[src/rtl/reorder_buffer.sv]
// Purpose : in-order retirement buffer; allocates on dispatch, marks done on writeback,
//           retires in program order and requests register-file snapshot restore on mispredict.
// Latency : completion at edge c -> retire pulse in cycle c+2 (c+1 with ROB_RETIRE_BYPASS_EN);
//           mispredict at edge c -> restore pulse in cycle c+1.
// Backpressure: dispatch_ready (combinational) drops when full, when a branch finds no free
//           checkpoint, during a mispredict cycle and during reset.
//
// Ports:
//   clk, reset                      clock, synchronous active-high reset
//   dispatch_valid/ready            allocation handshake; dispatch_tag is the tag granted (tail)
//   dispatch_uses_rw/rw/is_branch   per-instruction attributes stored in the entry
//   complete_valid/tag/mispredict   writeback completion
//   retire_valid, retired_uses_rw,
//   retired_rw                      registered one-cycle retire pulse to the recycle port
//   restore, restore_entry          registered one-cycle snapshot-restore request
//   occupancy                       registered live-entry count
//
// Optional feature macro: ROB_RETIRE_BYPASS_EN (a non-mispredict completion of the head
// entry retires in the cycle it is sampled). Undefined by default.
module reorder_buffer #(
  parameter int DEPTH  = 16,
  parameter int TAG_W  = 4,
  parameter int CKPT_N = 4
) (
  input  logic             clk,
  input  logic             reset,
  input  logic             dispatch_valid,
  output logic             dispatch_ready,
  input  logic             dispatch_uses_rw,
  input  logic [5:0]       dispatch_rw,
  input  logic             dispatch_is_branch,
  output logic [TAG_W-1:0] dispatch_tag,
  input  logic             complete_valid,
  input  logic [TAG_W-1:0] complete_tag,
  input  logic             complete_mispredict,
  output logic             retired_uses_rw,
  output logic [5:0]       retired_rw,
  output logic             retire_valid,
  output logic             restore,
  output logic [1:0]       restore_entry,
  output logic [TAG_W:0]   occupancy
);

  typedef struct packed {
    logic       live;
    logic       done;
    logic       uses_rw;
    logic [5:0] rw;
    logic       is_branch;
    logic [1:0] ckpt_id;
  } rob_entry_t;

  localparam logic [TAG_W:0] DEPTH_CNT = (TAG_W+1)'(DEPTH);
  // Checkpoint ring is 2 bits wide to match the register file's four snapshots.
  localparam logic [2:0]     CKPT_FULL = 3'(CKPT_N);

  rob_entry_t       ent_q [DEPTH];
  rob_entry_t       ent_d [DEPTH];
  logic [TAG_W-1:0] head_q, head_d, tail_q, tail_d;
  logic [TAG_W:0]   count_q, count_d;
  logic [1:0]       ckpt_head_q, ckpt_head_d, ckpt_tail_q, ckpt_tail_d;
  logic [2:0]       ckpt_cnt_q, ckpt_cnt_d;
  logic             retire_valid_q, retire_valid_d;
  logic             retired_uses_rw_q, retired_uses_rw_d;
  logic [5:0]       retired_rw_q, retired_rw_d;
  logic             restore_q, restore_d;
  logic [1:0]       restore_entry_q, restore_entry_d;

  rob_entry_t       head_ent, cpl_ent;
  logic             cpl_live, mispredict, head_done, retire_fire, retire_br;
  logic             dispatch_fire, dispatch_br;
  logic [TAG_W-1:0] t_off;
  logic [1:0]       k_off;

  always_comb begin
    head_ent   = ent_q[head_q];
    cpl_ent    = ent_q[complete_tag];
    cpl_live   = complete_valid && cpl_ent.live;
    // A mispredict flag only matters on a live branch; otherwise it is a plain completion.
    mispredict = cpl_live && complete_mispredict && cpl_ent.is_branch;

`ifdef ROB_RETIRE_BYPASS_EN
    head_done = head_ent.done ||
                (complete_valid && (complete_tag == head_q) &&
                 !(complete_mispredict && head_ent.is_branch));
`else
    head_done = head_ent.done;
`endif
    retire_fire = head_ent.live && head_done;
    retire_br   = retire_fire && head_ent.is_branch;

    dispatch_ready = !reset && (count_q < DEPTH_CNT) &&
                     !(dispatch_is_branch && (ckpt_cnt_q == CKPT_FULL)) &&
                     !(complete_valid && complete_mispredict);
    dispatch_fire  = dispatch_valid && dispatch_ready;
    dispatch_br    = dispatch_fire && dispatch_is_branch;
    dispatch_tag   = tail_q;
    occupancy      = count_q;

    // Age of the mispredicting entry relative to head, and of its checkpoint relative
    // to the oldest checkpoint; both wrap naturally in their pointer widths.
    t_off = complete_tag - head_q;
    k_off = cpl_ent.ckpt_id - ckpt_head_q;

    ent_d       = ent_q;
    head_d      = head_q;
    tail_d      = tail_q;
    count_d     = count_q + (TAG_W+1)'(dispatch_fire) - (TAG_W+1)'(retire_fire);
    ckpt_head_d = ckpt_head_q + 2'(retire_br);
    ckpt_tail_d = ckpt_tail_q;
    ckpt_cnt_d  = ckpt_cnt_q + 3'(dispatch_br) - 3'(retire_br);

    if (cpl_live) begin
      ent_d[complete_tag].done = 1'b1;
    end

    if (retire_fire) begin
      ent_d[head_q].live = 1'b0;
      ent_d[head_q].done = 1'b0;
      head_d             = head_q + 1'b1;
    end

    // Dispatch never coincides with a mispredict, and tail never aliases a retiring head
    // (tail==head only when empty or full), so these writes cannot collide.
    if (dispatch_fire) begin
      ent_d[tail_q].live      = 1'b1;
      ent_d[tail_q].done      = 1'b0;
      ent_d[tail_q].uses_rw   = dispatch_uses_rw;
      ent_d[tail_q].rw        = dispatch_rw;
      ent_d[tail_q].is_branch = dispatch_is_branch;
      ent_d[tail_q].ckpt_id   = dispatch_is_branch ? ckpt_tail_q : 2'd0;
      tail_d                  = tail_q + 1'b1;
      if (dispatch_is_branch) begin
        ckpt_tail_d = ckpt_tail_q + 1'b1;
      end
    end

    if (mispredict) begin
      for (int i = 0; i < DEPTH; i++) begin
        if (TAG_W'(TAG_W'(i) - head_q) > t_off) begin
          ent_d[i].live = 1'b0;
          ent_d[i].done = 1'b0;
        end
      end
      tail_d      = complete_tag + 1'b1;
      count_d     = {1'b0, t_off} + (TAG_W+1)'(1) - (TAG_W+1)'(retire_fire);
      ckpt_tail_d = cpl_ent.ckpt_id + 1'b1;
      ckpt_cnt_d  = {1'b0, k_off} + 3'd1 - 3'(retire_br);
    end

    retire_valid_d    = retire_fire;
    retired_uses_rw_d = retire_fire && head_ent.uses_rw;
    retired_rw_d      = retire_fire ? head_ent.rw : 6'd0;
    restore_d         = mispredict;
    restore_entry_d   = mispredict ? cpl_ent.ckpt_id : 2'd0;
  end

  always_ff @(posedge clk) begin
    if (reset) begin
      for (int i = 0; i < DEPTH; i++) begin
        ent_q[i] <= '0;
      end
      head_q            <= '0;
      tail_q            <= '0;
      count_q           <= '0;
      ckpt_head_q       <= '0;
      ckpt_tail_q       <= '0;
      ckpt_cnt_q        <= '0;
      retire_valid_q    <= 1'b0;
      retired_uses_rw_q <= 1'b0;
      retired_rw_q      <= '0;
      restore_q         <= 1'b0;
      restore_entry_q   <= '0;
    end else begin
      for (int i = 0; i < DEPTH; i++) begin
        ent_q[i] <= ent_d[i];
      end
      head_q            <= head_d;
      tail_q            <= tail_d;
      count_q           <= count_d;
      ckpt_head_q       <= ckpt_head_d;
      ckpt_tail_q       <= ckpt_tail_d;
      ckpt_cnt_q        <= ckpt_cnt_d;
      retire_valid_q    <= retire_valid_d;
      retired_uses_rw_q <= retired_uses_rw_d;
      retired_rw_q      <= retired_rw_d;
      restore_q         <= restore_d;
      restore_entry_q   <= restore_entry_d;
    end
  end

  assign retire_valid    = retire_valid_q;
  assign retired_uses_rw = retired_uses_rw_q;
  assign retired_rw      = retired_rw_q;
  assign restore         = restore_q;
  assign restore_entry   = restore_entry_q;

endmodule

[config.mk]
export PLATFORM = sky130hd
export DESIGN_NAME = reorder_buffer
export DESIGN_NICKNAME = d
export VERILOG_FILES = /design/src/rtl/reorder_buffer.sv
export SDC_FILE = /design/constraint.sdc
export NUM_CORES = 1
export LEC_CHECK = 0
export ABC_AREA = 1
export CAP_MARGIN = 30
export CORE_MARGIN = 2
export CORE_UTILIZATION = 25
export CTS_CLUSTER_SIZE = 25
export DETAILED_ROUTE_END_ITERATION = 10
export HOLD_SLACK_MARGIN = 0.06
export PLACE_DENSITY_LB_ADDON = 0.25
export SYNTH_ARGS = -nofsm -noshare
export SYNTH_HDL_FRONTEND = slang
export SYNTH_SLANG_ARGS = --single-unit
[constraint.sdc]
create_clock -name clk -period 3.4 [get_ports clk]
set_input_delay 0.51 -clock clk [delete_from_list [all_inputs] [get_ports clk]]
set_output_delay 0.51 -clock clk [all_outputs]
set_load 0.03 [all_outputs]
==> run_results.csv <==
group,metric,value,unit
cts,cts.path.max_buffers,3,
worst_setup_path,worst-path-buf-inv,3,
cells_and_area,drive_gt1_frac,0.0967,
worst_setup_path,crit_family,"simple AND/OR/NAND/NOR gates",
timing,fin_ws,0.219,ns
worst_setup_path,path_class,"reg -> reg",
route,first_pass_iters,5,
timing,fin_setup_tns,0,ns
timing,clock-skew-final,0.00998,ns
global_route,grt_pass1_wl,62500,um
timing,finalHoldViolCount,0,
floorplanning,num_rows,78,
route,wire_per_inst,17.7,um
power_and_ir_drop,internal_power,5.81,mW
power_and_ir_drop,ir_drop,0.514,mV
power_and_ir_drop,combPwrFrac,0.410,
synthesis,synth_edf_count,0,
worst_setup_path,max_stage_delay,0.42,ns
floorplanning,io_pins,38,
worst_setup_path,cp_max_fo,72,
worst_setup_path,crit_required,3.85,ns
global_route,grt_pass1_vias,10600,
cells_and_area,seq_area,0.00447,mm^2
cells_and_area,area_growth,18.1,%
worst_setup_path,crit_chain,"buf_12 -> nand3_1 -> nand3_1 -> nand3_1 -> nand3_1 -> nand2_1 -> nor3_1 -> buf_4 -> ha_1 -> inv_1 -> ha_1 -> fa_1 -> nor2_1 -> nor2_1",
synthesis,synth_area,0.0116,mm^2
synthesis,postSynthAreaPerCell,7.28,um^2
cts,clock-sinks,223,
timing,timing.fmax,314,MHz
route,drc,0,
timing,timing.hold.ws,0.441,ns
cts,clkTransAtPathRegs,0.06,ns
synthesis,syn-num-nets,1673,
cts,cts.root.buffer_cell,"clkbuf_16",
cts,htree_levels,1,
cts,cts_tree,"yes",
placement,hpwl,27500,um
power_and_ir_drop,powerDensity,704,mW/mm^2
global_route,antenna_found_initial,0,
power_and_ir_drop,clkPwrFrac,0.298,
route,totalWireLength,39800,um
synthesis,synth_area_leaders,"dfxtp_1 39%, o21ai_0 11%, nor2_1 8.9%",
global_route,grt_max_degree,60,
run_status,outcome,"finished clean",
placement,io_buffers,37,
route,vias_per_cell,4.83,
global_route,grtUsageTotal,0.167,
power_and_ir_drop,swShare,0.398,
synthesis,yosysMostFrequentCell,"nor2_1",
cells_and_area,final_util,0.301,
timing,timing_worst_slew_pin_value,0.927,ns
timing,setup-violations-final,0,
cells_and_area,nets,1707,
route,route.antenna.remaining_nets,0,
synthesis,synthArstFlopShare,0,
placement,dp_slack,0.00662,ns
synthesis,ys.warnings.count,0,
cells_and_area,final_cells,2244,
worst_setup_path,crit_top_cell,"nand3_1",
cells_and_area,multiInputGateArea,0.00610,mm^2
floorplanning,die_w,219,um
power_and_ir_drop,power_frac_seq,0.292,
floorplanning,die_h,219,um
flow_run,maxCapViolations,0,
synthesis,yosysTopAreaCell,"dfxtp_1",
worst_setup_path,slowest_stage,"dfxtp_2",
synthesis,ys_seq_area_frac,0.385,
timing,slew_viol_final,0,
synthesis,ys_types,47,
timing,post-route-period-util,0.936,
power_and_ir_drop,power.leakage,5.59,nW
placement,gp_congestion,0.855,
cts,cts_buffers,25,
synthesis,synth_top_area_frac,0.385,
power_and_ir_drop,switching_power,3.83,mW
timing,relSlewSlack,0.380,
min_path,min_path_type,"reg -> reg",
floorplanning,start_util,0.254,
timing,period_needed,3.18,ns
synthesis,ys_seq_elements,223,
worst_setup_path,cp-start-kind,"flop",
cells_and_area,n_antenna_cell,0,
cells_and_area,fillers,4906,
timing,rsz0062_at_grt,"false",
floorplanning,core,0.0456,mm^2
synthesis,ys.flop_type,"dfxtp_1",
floorplanning,die-area,0.0481,mm^2
cts,clk_latency,0.56,ns
synthesis,synth_common_cells,"275 x nor2_1, 254 x o21ai_0, 223 x dfxtp_1",
worst_setup_path,r2r_setup_slack,0.22,ns
synthesis,synthCells,1592,
placement,dp_cells,2200,
worst_setup_path,endpoint_kind,"flop",
worst_setup_path,worstPathArrival,3.63,ns
route,drtIter0Drc,982,
route,vias,10800,
global_route,grt_overflow,0,
## flip-flops by register name, indices dropped and copies added, names as in the netlist
register         flops
ckpt_cnt_q           3
ckpt_head_q          2
ckpt_tail_q          2
dispatch_tag         4
ent_q              192
head_q               4
occupancy            5
restore              1
restore_entry        2
retire_valid         1
retired_rw           6
retired_uses_rw      1
## metal layers
metal	part of all wire	GRT usage	up-vias	wire [um]
met2	0.45	0.269	285	17700
met3	0.050	0.0215	69	1970
met1	0.47	0.229	5077	18700
li1	-	-	5414	-
met5	0	0	-	0
met4	0.034	0.0543	0	1350
## worst paths after layout
kind / start / endpoint / depth (start not counted)
worst max-delay path: head_q[0] / ckpt_cnt_q[1] / 14
worst min-delay path: ent_q[80] / ent_q[80] / 2
worst max register to register: head_q[0] / ckpt_cnt_q[1] / 14
worst min register to register: ent_q[80] / ent_q[80] / 2
## timing repair
action / CTS / global route
gates resized for setup: 0 / 0
endpoints found under the setup margin: 0 / 2
hold buffers: 0 / 0
buffers inserted: 0 / 0
hold endpoints to repair: 0 / 0
## tightest hold or removal path, delay by kind of cell (launching register included)
kind	cells	cell delay, ns
flops	1	0.31
compound gates	1	0.05
buf+inv	1	0.04
## cells in the final DEF, fill, tap and decap left out, types with 3 or more instances in the layout
master and count:
inv_2 16, buf_12 5, o21ai_1 30, nand3_1 49, o21ai_0 254, buf_4 61
xnor2_1 9, nor4_1 4, nor3_4 6, a31oi_1 18, o221ai_1 8, o21bai_1 3
clkbuf_1 5, clkbuf_16 25, nor2_2 3, a21oi_1 162, clkdlybuf4s50_1 36, clkbuf_8 5
a211oi_1 19, clkinv_2 4, o21a_1 4, ha_1 60, o211ai_1 8, o22ai_1 3
nor2_1 275, nor4_2 10, a22oi_1 16, dfxtp_1 222, xor2_1 10, bufinv_16 3
nor3_2 4, fa_1 4, nand2_1 137, inv_1 139
## layout make-up
type | instances | area share
tap | 600 | 0.0548
inverter | 159 | 0.0439
timing repair buffer | 102 | 0.0671
multi-input combinational | 1115 | 0.445
sequential | 223 | 0.326
clock inverter | 10 | 0.0107
clock buffer | 35 | 0.0521
## power groups by stage
stage	clock network, mW	registers [mW]	logic (mW)
after floorplan	0	2.95	2.61
after global placement	0	2.87	3.89
after detailed placement	0	2.87	3.93
after CTS	2.95	2.81	3.95
after global routing	3.05	2.83	4.45
final	2.88	2.81	3.96
## through the flow
step           area, um^2  total power, mW
2_1_floorplan       11600             5.56
3_3_place_gp        12800             6.76
3_5_place_dp        12800             6.80
4_1_cts             13700             9.71
5_1_grt             13700             10.3
6_report            13700             9.64
## cell families (layout without fill, tap and decap cells)
group	Yosys count	in the layout	share of synthesized area
xor gates and xnor gates	20	20	0.0151
DFF	223	223	0.385
adders and majority gates	64	64	0.0717
buffers and inverters	254	306	0.0895
AOI/OAI and AO/OA	531	531	0.249
and+or+nand+nor	500	500	0.190
Note: power is estimated with default switching activity, not from simulation.
